--- src/rtl/uart_ctrl_pkg.sv ---
// Shared constants and state encodings for the uart_ctrl register block.
package uart_ctrl_pkg;

   localparam logic [1:0] ADDR_TXDATA = 2'd0;
   localparam logic [1:0] ADDR_RXDATA = 2'd1;
   localparam logic [1:0] ADDR_STATUS = 2'd2;
   localparam logic [1:0] ADDR_CTRL   = 2'd3;

   localparam int ST_TX_EMPTY = 0;
   localparam int ST_TX_FULL  = 1;
   localparam int ST_RX_AVAIL = 2;
   localparam int ST_RX_FULL  = 3;
   localparam int ST_OVERRUN  = 4;
   localparam int ST_TX_DROP  = 5;

   localparam int CTRL_RX_IRQ_EN = 0;
   localparam int CTRL_TX_IRQ_EN = 1;
   localparam int CTRL_LOOP_EN   = 2;
   localparam int CTRL_CLR_ERR   = 31;

   localparam logic [2:0] WAIT_HI_TIMEOUT = 3'd4;

   typedef enum logic [1:0] {TX_IDLE, TX_START, TX_WAIT_HI, TX_WAIT_LO} tx_state_e;
   typedef enum logic [1:0] {RX_IDLE, RX_CLEAR, RX_DRAIN} rx_state_e;

endpackage

--- src/rtl/uart_ctrl_if.sv ---
// CPU-side register bus of uart_ctrl: single-cycle strobes, registered read data.
interface uart_ctrl_if;
   logic [1:0]  addr;
   logic        wr_en;
   logic        rd_en;
   logic [31:0] wdata;
   logic [31:0] rdata;

   modport master (output addr, output wr_en, output rd_en, output wdata, input rdata);
   modport slave  (input addr, input wr_en, input rd_en, input wdata, output rdata);
endinterface

--- src/rtl/uart_ctrl_sync_fifo.sv ---
// sync_fifo: registered-storage FIFO; head shows the oldest entry, pop advances it.
// A push into a full FIFO is accepted only when a pop happens in the same cycle.
module sync_fifo #(
   parameter int DEPTH = 8,
   parameter int WIDTH = 8
) (
   input  logic             clk,
   input  logic             rst,
   input  logic             push,
   input  logic             pop,
   input  logic [WIDTH-1:0] din,
   output logic [WIDTH-1:0] head,
   output logic             empty,
   output logic             full
);
   localparam int PW = $clog2(DEPTH);
   localparam logic [PW:0] FULL_CNT = (PW+1)'(DEPTH);

   logic [PW-1:0]  wptr_q, wptr_d, rptr_q, rptr_d;
   logic [PW:0]    count_q, count_d;
   logic [WIDTH-1:0] mem_q [DEPTH];
   logic [WIDTH-1:0] mem_d [DEPTH];
   logic do_push, do_pop;

   always_comb begin
      do_pop  = pop && (count_q != '0);
      do_push = push && ((count_q != FULL_CNT) || do_pop);
      wptr_d  = do_push ? wptr_q + 1'b1 : wptr_q;
      rptr_d  = do_pop  ? rptr_q + 1'b1 : rptr_q;
      count_d = count_q;
      if (do_push && !do_pop) count_d = count_q + 1'b1;
      if (do_pop && !do_push) count_d = count_q - 1'b1;
      mem_d = mem_q;
      if (do_push) mem_d[wptr_q] = din;
   end

   always_ff @(posedge clk) begin
      mem_q <= mem_d;
      if (rst) begin
         wptr_q  <= '0;
         rptr_q  <= '0;
         count_q <= '0;
      end else begin
         wptr_q  <= wptr_d;
         rptr_q  <= rptr_d;
         count_q <= count_d;
      end
   end

   assign head  = mem_q[rptr_q];
   assign empty = (count_q == '0);
   assign full  = (count_q == FULL_CNT);
endmodule

--- src/rtl/uart_ctrl.sv ---
// uart_ctrl: register-mapped TX/RX buffering and handshake sequencing for the uart.
// Build option UART_CTRL_LOOPBACK_EN adds CTRL bit2 (loop_en) routing TX bytes into the RX FIFO.
module uart_ctrl
   import uart_ctrl_pkg::*;
#(
   parameter int TX_DEPTH = 8,
   parameter int RX_DEPTH = 8
) (
   input  logic             clk,
   input  logic             rst,
   uart_ctrl_if.slave       bus,
   output logic [7:0]       uart_tx_data,
   output logic             uart_tx_en,
   input  logic             uart_tx_busy,
   input  logic             uart_rx_ready,
   input  logic [7:0]       uart_rx_data,
   output logic             uart_rx_clear,
   output logic             irq
);
   tx_state_e   tx_state_q, tx_state_d;
   rx_state_e   rx_state_q, rx_state_d;
   logic [2:0]  hi_cnt_q, hi_cnt_d;
   logic [7:0]  tx_data_q, tx_data_d;
   logic [1:0]  ctrl_q, ctrl_d;
   logic        overrun_q, overrun_d, tx_drop_q, tx_drop_d, irq_q, irq_d;
   logic [31:0] rdata_q, rdata_d;

   logic        tx_push, tx_pop, tx_empty, tx_full;
   logic [7:0]  tx_head;
   logic        rx_push, rx_pop, rx_empty, rx_full, rx_push_req, rx_lost, rx_capture;
   logic [7:0]  rx_head, rx_din;
   logic        wr_tx, wr_ctrl, rd_rx;
   logic        unused_wdata;

`ifdef UART_CTRL_LOOPBACK_EN
   logic loop_q, loop_d;
   logic loop_en;
   assign loop_en = loop_q;
`else
   localparam logic loop_en = 1'b0;
`endif

   assign unused_wdata = ^bus.wdata[30:8];
   assign wr_tx   = bus.wr_en && (bus.addr == ADDR_TXDATA);
   assign wr_ctrl = bus.wr_en && (bus.addr == ADDR_CTRL);
   assign rd_rx   = bus.rd_en && (bus.addr == ADDR_RXDATA);

   sync_fifo #(.DEPTH(TX_DEPTH), .WIDTH(8)) u_tx_fifo (
      .clk(clk), .rst(rst), .push(tx_push), .pop(tx_pop), .din(bus.wdata[7:0]),
      .head(tx_head), .empty(tx_empty), .full(tx_full)
   );

   sync_fifo #(.DEPTH(RX_DEPTH), .WIDTH(8)) u_rx_fifo (
      .clk(clk), .rst(rst), .push(rx_push), .pop(rx_pop), .din(rx_din),
      .head(rx_head), .empty(rx_empty), .full(rx_full)
   );

   // FSM outputs and FIFO strobes
   always_comb begin
      tx_pop        = (tx_state_q == TX_IDLE) && !tx_empty && !uart_tx_busy;
      uart_tx_en    = (tx_state_q == TX_START) && !loop_en;
      rx_capture    = (rx_state_q == RX_IDLE) && uart_rx_ready && !loop_en;
      uart_rx_clear = (rx_state_q == RX_CLEAR);
      tx_push       = wr_tx && !tx_full;
      rx_pop        = rd_rx && !rx_empty;
      rx_push_req   = rx_capture || (tx_pop && loop_en);
      rx_din        = loop_en ? tx_head : uart_rx_data;
      rx_push       = rx_push_req && (!rx_full || rx_pop);
      rx_lost       = rx_push_req && rx_full && !rx_pop;
   end

   // FSM next state
   always_comb begin
      tx_state_d = tx_state_q;
      hi_cnt_d   = hi_cnt_q;
      tx_data_d  = tx_data_q;
      rx_state_d = rx_state_q;
      case (tx_state_q)
         TX_IDLE: if (tx_pop) begin
            tx_data_d  = tx_head;
            tx_state_d = TX_START;
         end
         TX_START: begin
            hi_cnt_d   = '0;
            tx_state_d = loop_en ? TX_IDLE : TX_WAIT_HI;
         end
         TX_WAIT_HI: begin
            if (uart_tx_busy || (hi_cnt_q == WAIT_HI_TIMEOUT - 3'd1)) tx_state_d = TX_WAIT_LO;
            else hi_cnt_d = hi_cnt_q + 3'd1;
         end
         TX_WAIT_LO: if (!uart_tx_busy) tx_state_d = TX_IDLE;
         default: tx_state_d = TX_IDLE;
      endcase
      case (rx_state_q)
         RX_IDLE:  if (rx_capture) rx_state_d = RX_CLEAR;
         RX_CLEAR: rx_state_d = RX_DRAIN;
         RX_DRAIN: if (!uart_rx_ready) rx_state_d = RX_IDLE;
         default:  rx_state_d = RX_IDLE;
      endcase
   end

   // Registers, sticky flags and read mux; an error set in the clearing cycle survives
   always_comb begin
      ctrl_d    = ctrl_q;
      overrun_d = overrun_q;
      tx_drop_d = tx_drop_q;
`ifdef UART_CTRL_LOOPBACK_EN
      loop_d    = loop_q;
      if (wr_ctrl) loop_d = bus.wdata[CTRL_LOOP_EN];
`endif
      if (wr_ctrl) begin
         ctrl_d = bus.wdata[1:0];
         if (bus.wdata[CTRL_CLR_ERR]) begin
            overrun_d = 1'b0;
            tx_drop_d = 1'b0;
         end
      end
      if (rx_lost) overrun_d = 1'b1;
      if (wr_tx && tx_full) tx_drop_d = 1'b1;
      rdata_d = rdata_q;
      if (bus.rd_en) begin
         case (bus.addr)
            ADDR_RXDATA: rdata_d = rx_empty ? 32'd0 : {24'd0, rx_head};
            ADDR_STATUS: rdata_d = {26'd0, tx_drop_q, overrun_q, rx_full, !rx_empty,
                                    tx_full, tx_empty};
            ADDR_CTRL:   rdata_d = {29'd0, loop_en, ctrl_q};
            default:     rdata_d = 32'd0;
         endcase
      end
      irq_d = (ctrl_q[CTRL_RX_IRQ_EN] && !rx_empty)
            || (ctrl_q[CTRL_TX_IRQ_EN] && tx_empty && (tx_state_q == TX_IDLE))
            || overrun_q;
   end

   always_ff @(posedge clk) begin
      if (rst) begin
         tx_state_q <= TX_IDLE;
         rx_state_q <= RX_IDLE;
         hi_cnt_q   <= '0;
         tx_data_q  <= '0;
         ctrl_q     <= '0;
         overrun_q  <= 1'b0;
         tx_drop_q  <= 1'b0;
         irq_q      <= 1'b0;
         rdata_q    <= '0;
`ifdef UART_CTRL_LOOPBACK_EN
         loop_q     <= 1'b0;
`endif
      end else begin
         tx_state_q <= tx_state_d;
         rx_state_q <= rx_state_d;
         hi_cnt_q   <= hi_cnt_d;
         tx_data_q  <= tx_data_d;
         ctrl_q     <= ctrl_d;
         overrun_q  <= overrun_d;
         tx_drop_q  <= tx_drop_d;
         irq_q      <= irq_d;
         rdata_q    <= rdata_d;
`ifdef UART_CTRL_LOOPBACK_EN
         loop_q     <= loop_d;
`endif
      end
   end

   assign uart_tx_data = tx_data_q;
   assign irq          = irq_q;
   assign bus.rdata    = rdata_q;
endmodule

--- src/flat_wrapper.sv ---
// flat-port wrapper written by rule: the top's interface ports become plain ports
module uart_ctrl_flat import uart_ctrl_pkg::*;
#(
   parameter int TX_DEPTH = 8,
   parameter int RX_DEPTH = 8
)
  (clk, rst, uart_tx_data, uart_tx_en, uart_tx_busy, uart_rx_ready, uart_rx_data, uart_rx_clear, irq, bus_addr, bus_wr_en, bus_rd_en, bus_wdata, bus_rdata);
  uart_ctrl_if bus_i ();
  input  logic clk;
  input  logic rst;
  output logic [7:0] uart_tx_data;
  output logic uart_tx_en;
  input  logic uart_tx_busy;
  input  logic uart_rx_ready;
  input  logic [7:0] uart_rx_data;
  output logic uart_rx_clear;
  output logic irq;
  input wire logic [$bits(bus_i.addr)-1:0] bus_addr;
  input wire logic [$bits(bus_i.wr_en)-1:0] bus_wr_en;
  input wire logic [$bits(bus_i.rd_en)-1:0] bus_rd_en;
  input wire logic [$bits(bus_i.wdata)-1:0] bus_wdata;
  output wire logic [$bits(bus_i.rdata)-1:0] bus_rdata;
  assign bus_i.addr = bus_addr;
  assign bus_i.wr_en = bus_wr_en;
  assign bus_i.rd_en = bus_rd_en;
  assign bus_i.wdata = bus_wdata;
  assign bus_rdata = bus_i.rdata;
  uart_ctrl #(.TX_DEPTH(TX_DEPTH), .RX_DEPTH(RX_DEPTH)) u_core (.clk(clk), .rst(rst), .bus(bus_i), .uart_tx_data(uart_tx_data), .uart_tx_en(uart_tx_en), .uart_tx_busy(uart_tx_busy), .uart_rx_ready(uart_rx_ready), .uart_rx_data(uart_rx_data), .uart_rx_clear(uart_rx_clear), .irq(irq));
endmodule
--- config.mk ---
export PLATFORM = sky130hd
export DESIGN_NAME = uart_ctrl_flat
export DESIGN_NICKNAME = d
export VERILOG_FILES = /design/src/rtl/uart_ctrl_pkg.sv /design/src/rtl/uart_ctrl_if.sv /design/src/rtl/uart_ctrl_sync_fifo.sv /design/src/rtl/uart_ctrl.sv /design/src/flat_wrapper.sv
export SDC_FILE = /design/constraint.sdc
export NUM_CORES = 1
export LEC_CHECK = 0
export ABC_AREA = 1
export ABC_CLOCK_PERIOD_IN_PS = 5970
export CORE_ASPECT_RATIO = 0.6
export CORE_MARGIN = 2
export CORE_UTILIZATION = 50
export DETAILED_ROUTE_END_ITERATION = 8
export PLACE_DENSITY = 0.74
export SLEW_MARGIN = 10
export SYNTH_ARGS = -nofsm -noshare
export SYNTH_HDL_FRONTEND = slang
export SYNTH_SLANG_ARGS = --single-unit
--- constraint.sdc ---
create_clock -name clk -period 5.97 [get_ports clk]
set_clock_uncertainty 0.15 [all_clocks]
set_input_delay 0.8955 -clock clk [delete_from_list [all_inputs] [get_ports clk]]
set_output_delay 0.8955 -clock clk [all_outputs]
set_load 0.02 [all_outputs]
==> metrics.txt, run 1 <==
total gr overflow 0; compound-gate portion of the synthesized area between 10% and 20%; Pins Over Slew Limit 0; initial antenna violation count 0; drt wl/cell 17.05 microns; post-synth top area cell edfxtp_1; IO Count 91; filler cell count 1159; #FFs+latches synth 176; register area 4806 sq um; Buf+Inv Stages, Crit Path 3; Die W roughly 160 microns; Syn-to-layout area delta 14.47%; starting density of the core a little over 50%; CTS resizes 0; startpoint of the worst hold path u_core.uart_tx_data[4]; synth top area cells edfxtp_1 51%, dfxtp_1 13%, nor2_1 5.2%; setup_tns 0 ps; RSZ-0062 raised after global routing false; Post-synth EDFFs roughly 130; pin count of the biggest net entering global routing 35; Synth Instances 740; Synth Area in Simple Gates about 15%; Final ANT Viol Nets 0; Final HPWL DP approximately 11000 microns; cell leakage power around 3.3 nW; WP data required approximately 6000 ps; critical path's top delay family buffers and inverters; H-tree lvl count 4; fraction of layout cells with a size suffix above 1 about 6.6%; Peak VDD IR about 0.00019 V; Die H 99.55 microns; main combinational cell family by area after synthesis simple AND/OR/NAND/NOR gates; mux contribution to synthesized area 0%; area of the multi-input gates between 2000 and 2500 sq um; Post-CTS Setup Bufs 0; xor and xnor area share after synthesis less than 1%; Achievable Freq roughly 280 MHz; # setup viols final 0; sequential share of the synthesized area between 60% and 70%; final WL between 15000 and 20000 microns; post-synthesis adder-cell area fraction between 2 and 3%; final hold slack 313.5 ps; root buffer cell clkbuf_16; Skew-Pair Late Insertion Delay 420 ps; synth warn 0; worst-margin pin slew roughly 1000 ps; power density cells 359.8 nW/um^2; Max FO, Critical Path 13; Yosys top cell area share between 50 and 60%; synth unique cells 29; Slew headroom 33.44%; clk sinks roughly 180; Syn Std Cell Area around 7600 sq um; quantity of hold-fixing buffers added after cts 0; clock slew at reported path FFs about 60 ps; Worst Setup End Kind flop; GP Congestion between 0.7 and 0.8; Vias 5410; Synth Area per Inst around 10 sq um; slowest CP cell inv_1; most frequent cell after synthesis edfxtp_1; NumNets Final 844; Hold Crit Class reg -> reg; Rows 34; max incr delay on CP 550 ps; TritonCTS clock tree yes; # port buffers 43; Core Util, Final 59.34%; global-route wire length before repair 26740 microns; Primary FF master, synth edfxtp_1; crit share post-route roughly three fifths; die area between 15000 and 20000 sq um; drt via density around 5.5; residual DRC count 0; post-route minimum period ~3600 ps; Max Cap Viol 0; Core Area between 10000 and 15000 sq um; all-layer global routing usage a little over a fifth; drt pass-1 iters 5; status completed; vias in the first global route 5293; Iter 0 DRT Violations roughly 460; n_diodes 0; CP Cell Sequence clkdlybuf4s50_1 > nor2_1 > nand2_1 > inv_1 > ha_1 > xor2_1 > ha_1 > a21oi_1 > xnor2_1 > o21ai_0 > inv_1; final hold vios 0; WS Path Type in -> reg; clock tree buffer depth 2; Post-synth ARST share 0%; Post-synth top cells 128 x edfxtp_1, 106 x nor2_1, 95 x nand2_1; Worst setup SP type input pin; Num CTS Buffers 17; critical path startpoint uart_tx_busy; CP arrival between 3000 and 4000 ps; worst r2r src u_core.tx_state_q[0]
## cell usage in the layout, fill, tap and decap left out, types with 24 or more instances in the layout
cell	Yosys	routed
a21oi_1	42	42
nor2_1	106	106
o21ai_0	75	75
nand3_1	46	46
inv_1	65	65
dfxtp_1	48	47
conb_1	1	24
nand2_1	95	95
clkdlybuf4s50_1	0	43
o211ai_1	26	26
edfxtp_1	128	128
## worst register-to-register path: stages, from the launching register on
cell	delay (ps)
dfxtp_1	390
inv_1	110
ha_1	220
inv_1	80
nor2_1	40
nand2_1	450
inv_1	430
ha_1	360
xor2_1	280
ha_1	220
a21oi_1	60
xnor2_1	150
o21ai_0	200
inv_1	80
## where the power goes
| part | switching [mW] | internal [mW] | total [mW] |
|---|---|---|---|
| clock network | 0.468 | 0.626 | 1.09 |
| logic | 0.396 | 0.204 | 0.600 |
| registers | 0.0662 | 1.37 | 1.44 |
| total | 0.930 | 2.20 | 3.13 |
## through the flow
| stage | cell area (sq um) | power, mW | worst slack, ps | instances |
|---|---|---|---|---|
| floorplan | 7695 | 1.872 | 3201 | 763 |
| global placement | 8123 | 2.006 | 2248 | 958 |
| detailed placement | 8123 | 2.055 | 2026 | 958 |
| CTS | 8708 | 3.142 | 2431 | 990 |
| global route | 8710 | 3.280 | 2220 | 990 |
| finish | 8710 | 3.133 | 2351 | 990 |
## flip-flops by register name (all words and copies together), names as in the netlist
signal / cells
u_core.u_tx_fifo.mem_q: 64
u_core.bus.rdata: 8
u_core.tx_state_q: 2
u_core.irq: 1
u_core.ctrl_q: 2
u_core.uart_tx_data: 8
u_core.u_rx_fifo.wptr_q: 3
u_core.u_rx_fifo.count_q: 4
u_core.tx_drop_q: 1
u_core.rx_state_q: 2
u_core.overrun_q: 1
u_core.hi_cnt_q: 3
u_core.u_rx_fifo.mem_q: 64
u_core.u_tx_fifo.wptr_q: 3
u_core.u_rx_fifo.rptr_q: 3
u_core.u_tx_fifo.rptr_q: 3
u_core.u_tx_fifo.count_q: 4
## layout make-up
type / instances / area share, %
Clock buffer: 19 / 4.971
Clock inverter: 13 / 1.753
Inverter: 70 / 3.046
Multi-Input combinational cell: 466 / 26.84
Sequential cell: 176 / 55.18
Tap cell: 198 / 2.844
Timing Repair Buffer: 48 / 5.373
## final timing paths
path	to	slack, ps	depth (start not counted)
max reg2reg	u_core.u_tx_fifo.count_q[2]	2650	13
max	u_core.u_tx_fifo.count_q[2]	2350	11
min reg2reg	u_core.uart_tx_data[4]	310	2
min	u_core.uart_tx_data[4]	310	2
## metal layers
layer  vias to the layer above  track usage (%)  part of all wire (%)
met5                         -                0                     0
met4                         0            8.237                   1.5
met3                        23            3.962                   7.8
met2                       213            34.21                    47
met1                      2608            30.30                    44
li1                       2566                -                     -
## cell families (layout without fill, tap and decap cells)
group                    Yosys count  after routing
other                              1             24
XOR/XNOR                           7              7
flip-flops                       176            176
buffers and inverters            121            150
AND/OR/NAND/NOR                  272            272
AO/OA/AOI/OAI                    146            146
adder cells (fa/ha/maj)           17             17
No activity file was read; power rests on OpenSTA's default activity.
==> inputs of run 2 (changes only) <==
Settings changed: ABC_CLOCK_PERIOD_IN_PS 5970 to 3490.
Clock period 5.97 ns to 3.49 ns, I/O delays scaled along.
==> run 2 against run 1 <==
  * Combinational power up 73%
  * Worst setup slack worse by 1600 ps
  * Sequential share of layout area down 0.75 points
  * Non-clock buffer count up 16
  * Largest cell class unchanged
==> metrics.txt, run 2 (synthesized netlist as in run 1, its figures left out) <==
Rows 34 (unchanged); clock power share 35.3% (+0.4 points); Max Cap Viol 0 (unchanged); most common cell after layout, fill and taps aside edfxtp_1; die area 16250 sq um (unchanged); final hold vios 0 (unchanged); crit share post-route about four fifths; Core Area 14680 sq um (unchanged); WS Path Type in -> reg; Syn-to-layout area delta 16.02%; quantity of hold-fixing buffers added after cts 0 (unchanged); Largest regs u_core.u_rx_fifo.mem_q x64, u_core.u_tx_fifo.mem_q x64; Worst Setup End Kind flop; status completed; drt via density 5.474 (+0.17%); clock slew at reported path FFs 70 ps (about the same); Vias 5507 (+1.8%); final WL 17220 microns (+2.0%); startpoint of the worst hold path u_core.uart_tx_data[6]; root buffer cell clkbuf_16; Num CTS Buffers 17 (unchanged); clock tree buffer depth 2 (unchanged); Final ANT Viol Nets 0 (unchanged); Hold Crit Class reg -> reg; NumNets Final 860 (+1.9%); post-route minimum period about 2800 ps; Int Pwr 3.795 mW (+72%); Worst setup SP type input pin; Final WS setup 703.8 ps (-1647 ps); # setup viols final 0 (unchanged); RSZ-0062 raised after global routing false; Die W 163.3 microns (unchanged); cell leakage power 3.351 nW (+2.7%); starting density of the core 51.84% (unchanged); GP Congestion 0.8352 (+4.6%); total gr overflow 0 (unchanged); Pins Over Slew Limit 0 (unchanged); drt pass-1 iters 5 (unchanged); Achievable Freq between 300 and 400 MHz; clk sinks 176 (unchanged); Iter 0 DRT Violations 425 (-7.8%); setup_tns 0 ps (unchanged); Final HPWL DP 11280 microns (+0.11%); DP Worst Slack 304.6 ps (-1721 ps); CTS resizes 0 (unchanged); all-layer global routing usage 22.13% (+0.40 points); IO Count 91 (unchanged); worst-margin pin slew 1204 ps (+206.4 ps); initial antenna violation count 0 (unchanged); n_diodes 0 (unchanged); residual DRC count 0 (unchanged); power density cells 614.0 nW/um^2 (+71%); vias in the first global route 5334 (+0.77%); Slew headroom 19.64% (-14 points); Peak VDD IR 0.0003744 V (+92%); final hold slack 319.0 ps (+5.488 ps); TritonCTS clock tree yes; Die H 99.55 microns (unchanged); Gate power share 19.2% (about the same); most frequent cells in the layout 128 x edfxtp_1, 106 x nor2_1, 95 x nand2_1; fraction of layout cells with a size suffix above 1 8.168% (+1.6 points); sw frac 29.98% (+0.30 points); Max FO, Critical Path 10 (-3); switching power 1.625 mW (+75%); Pwr Total 5.420 mW (+73%); critical path startpoint bus_addr[0]; worst r2r src u_core.u_rx_fifo.count_q[0]; # port buffers 43 (unchanged); pin count of the biggest net entering global routing 35 (unchanged); Post-CTS Setup Bufs 0 (unchanged); CP arrival 2960 ps (-810 ps); WP data required 3670 ps (-2450 ps); Flop pwr share 45.5% (-0.4 points); drt wl/cell 17.11 microns (+0.35%); global-route wire length before repair 27050 microns (+1.2%); H-tree lvl count 4 (unchanged); Skew-Pair Late Insertion Delay 430 ps (about the same)
run 2: power groups by stage:
stage / Clock (mW) / Combinational [mW] / Sequential, mW
finish: 1.91 / 1.04 / 2.47
global route: 2.03 / 1.17 / 2.48
CTS: 1.94 / 1.03 / 2.46
detailed placement: 0 / 1.02 / 2.51
global placement: 0 / 0.957 / 2.49
floorplan: 0 / 0.706 / 2.50
run 2: layer usage:
metal,share of wire (%),vias to the layer above,GRT usage (%)
li1,-,2591,-
met1,43,2649,29.93
met2,47,238,35.44
met3,8.5,29,4.921
met4,1.7,0,7.965
met5,0,-,0
run 2: critical path: stages:
cell and delay, ps:
clkdlybuf4s50_1 520, nand2_1 130, a31oi_4 310, nand2_4 120, nand2_2 120, nand2_4 100
ha_1 290, xor2_1 270, ha_1 200, a21oi_1 50, xnor2_1 130, o21ai_0 140
inv_1 60
run 2: area by class of cell:
class                   instances  area [sq um]
fillers                      1120          5849
flip-flops and latches        176          4805
multi-input cells             466          2322
repair buffers                 64         588.1
clock buffers                  18         429.2
inverters                      70         265.3
well taps                     198         247.7
clock inverters                14         170.2
run 2: stage by stage:
stage	util [%]	area, sq um	std cells
4_1_cts	60.14	8827	1006
3_3_place_gp	56.06	8228	974
5_1_grt	60.14	8827	1006
2_1_floorplan	-	7695	763
3_5_place_dp	56.06	8228	974
6_report	60.14	8827	1006
run 2: path summary, 6_finish.rpt:
check                           slack [ps]                           to  depth (start not counted)
worst max register to register         860  u_core.u_rx_fifo.count_q[2]                         12
worst max-delay path                   700  u_core.u_rx_fifo.count_q[2]                         13
worst min-delay path                   320       u_core.uart_tx_data[6]                          2
worst min register to register         320       u_core.uart_tx_data[6]                          2
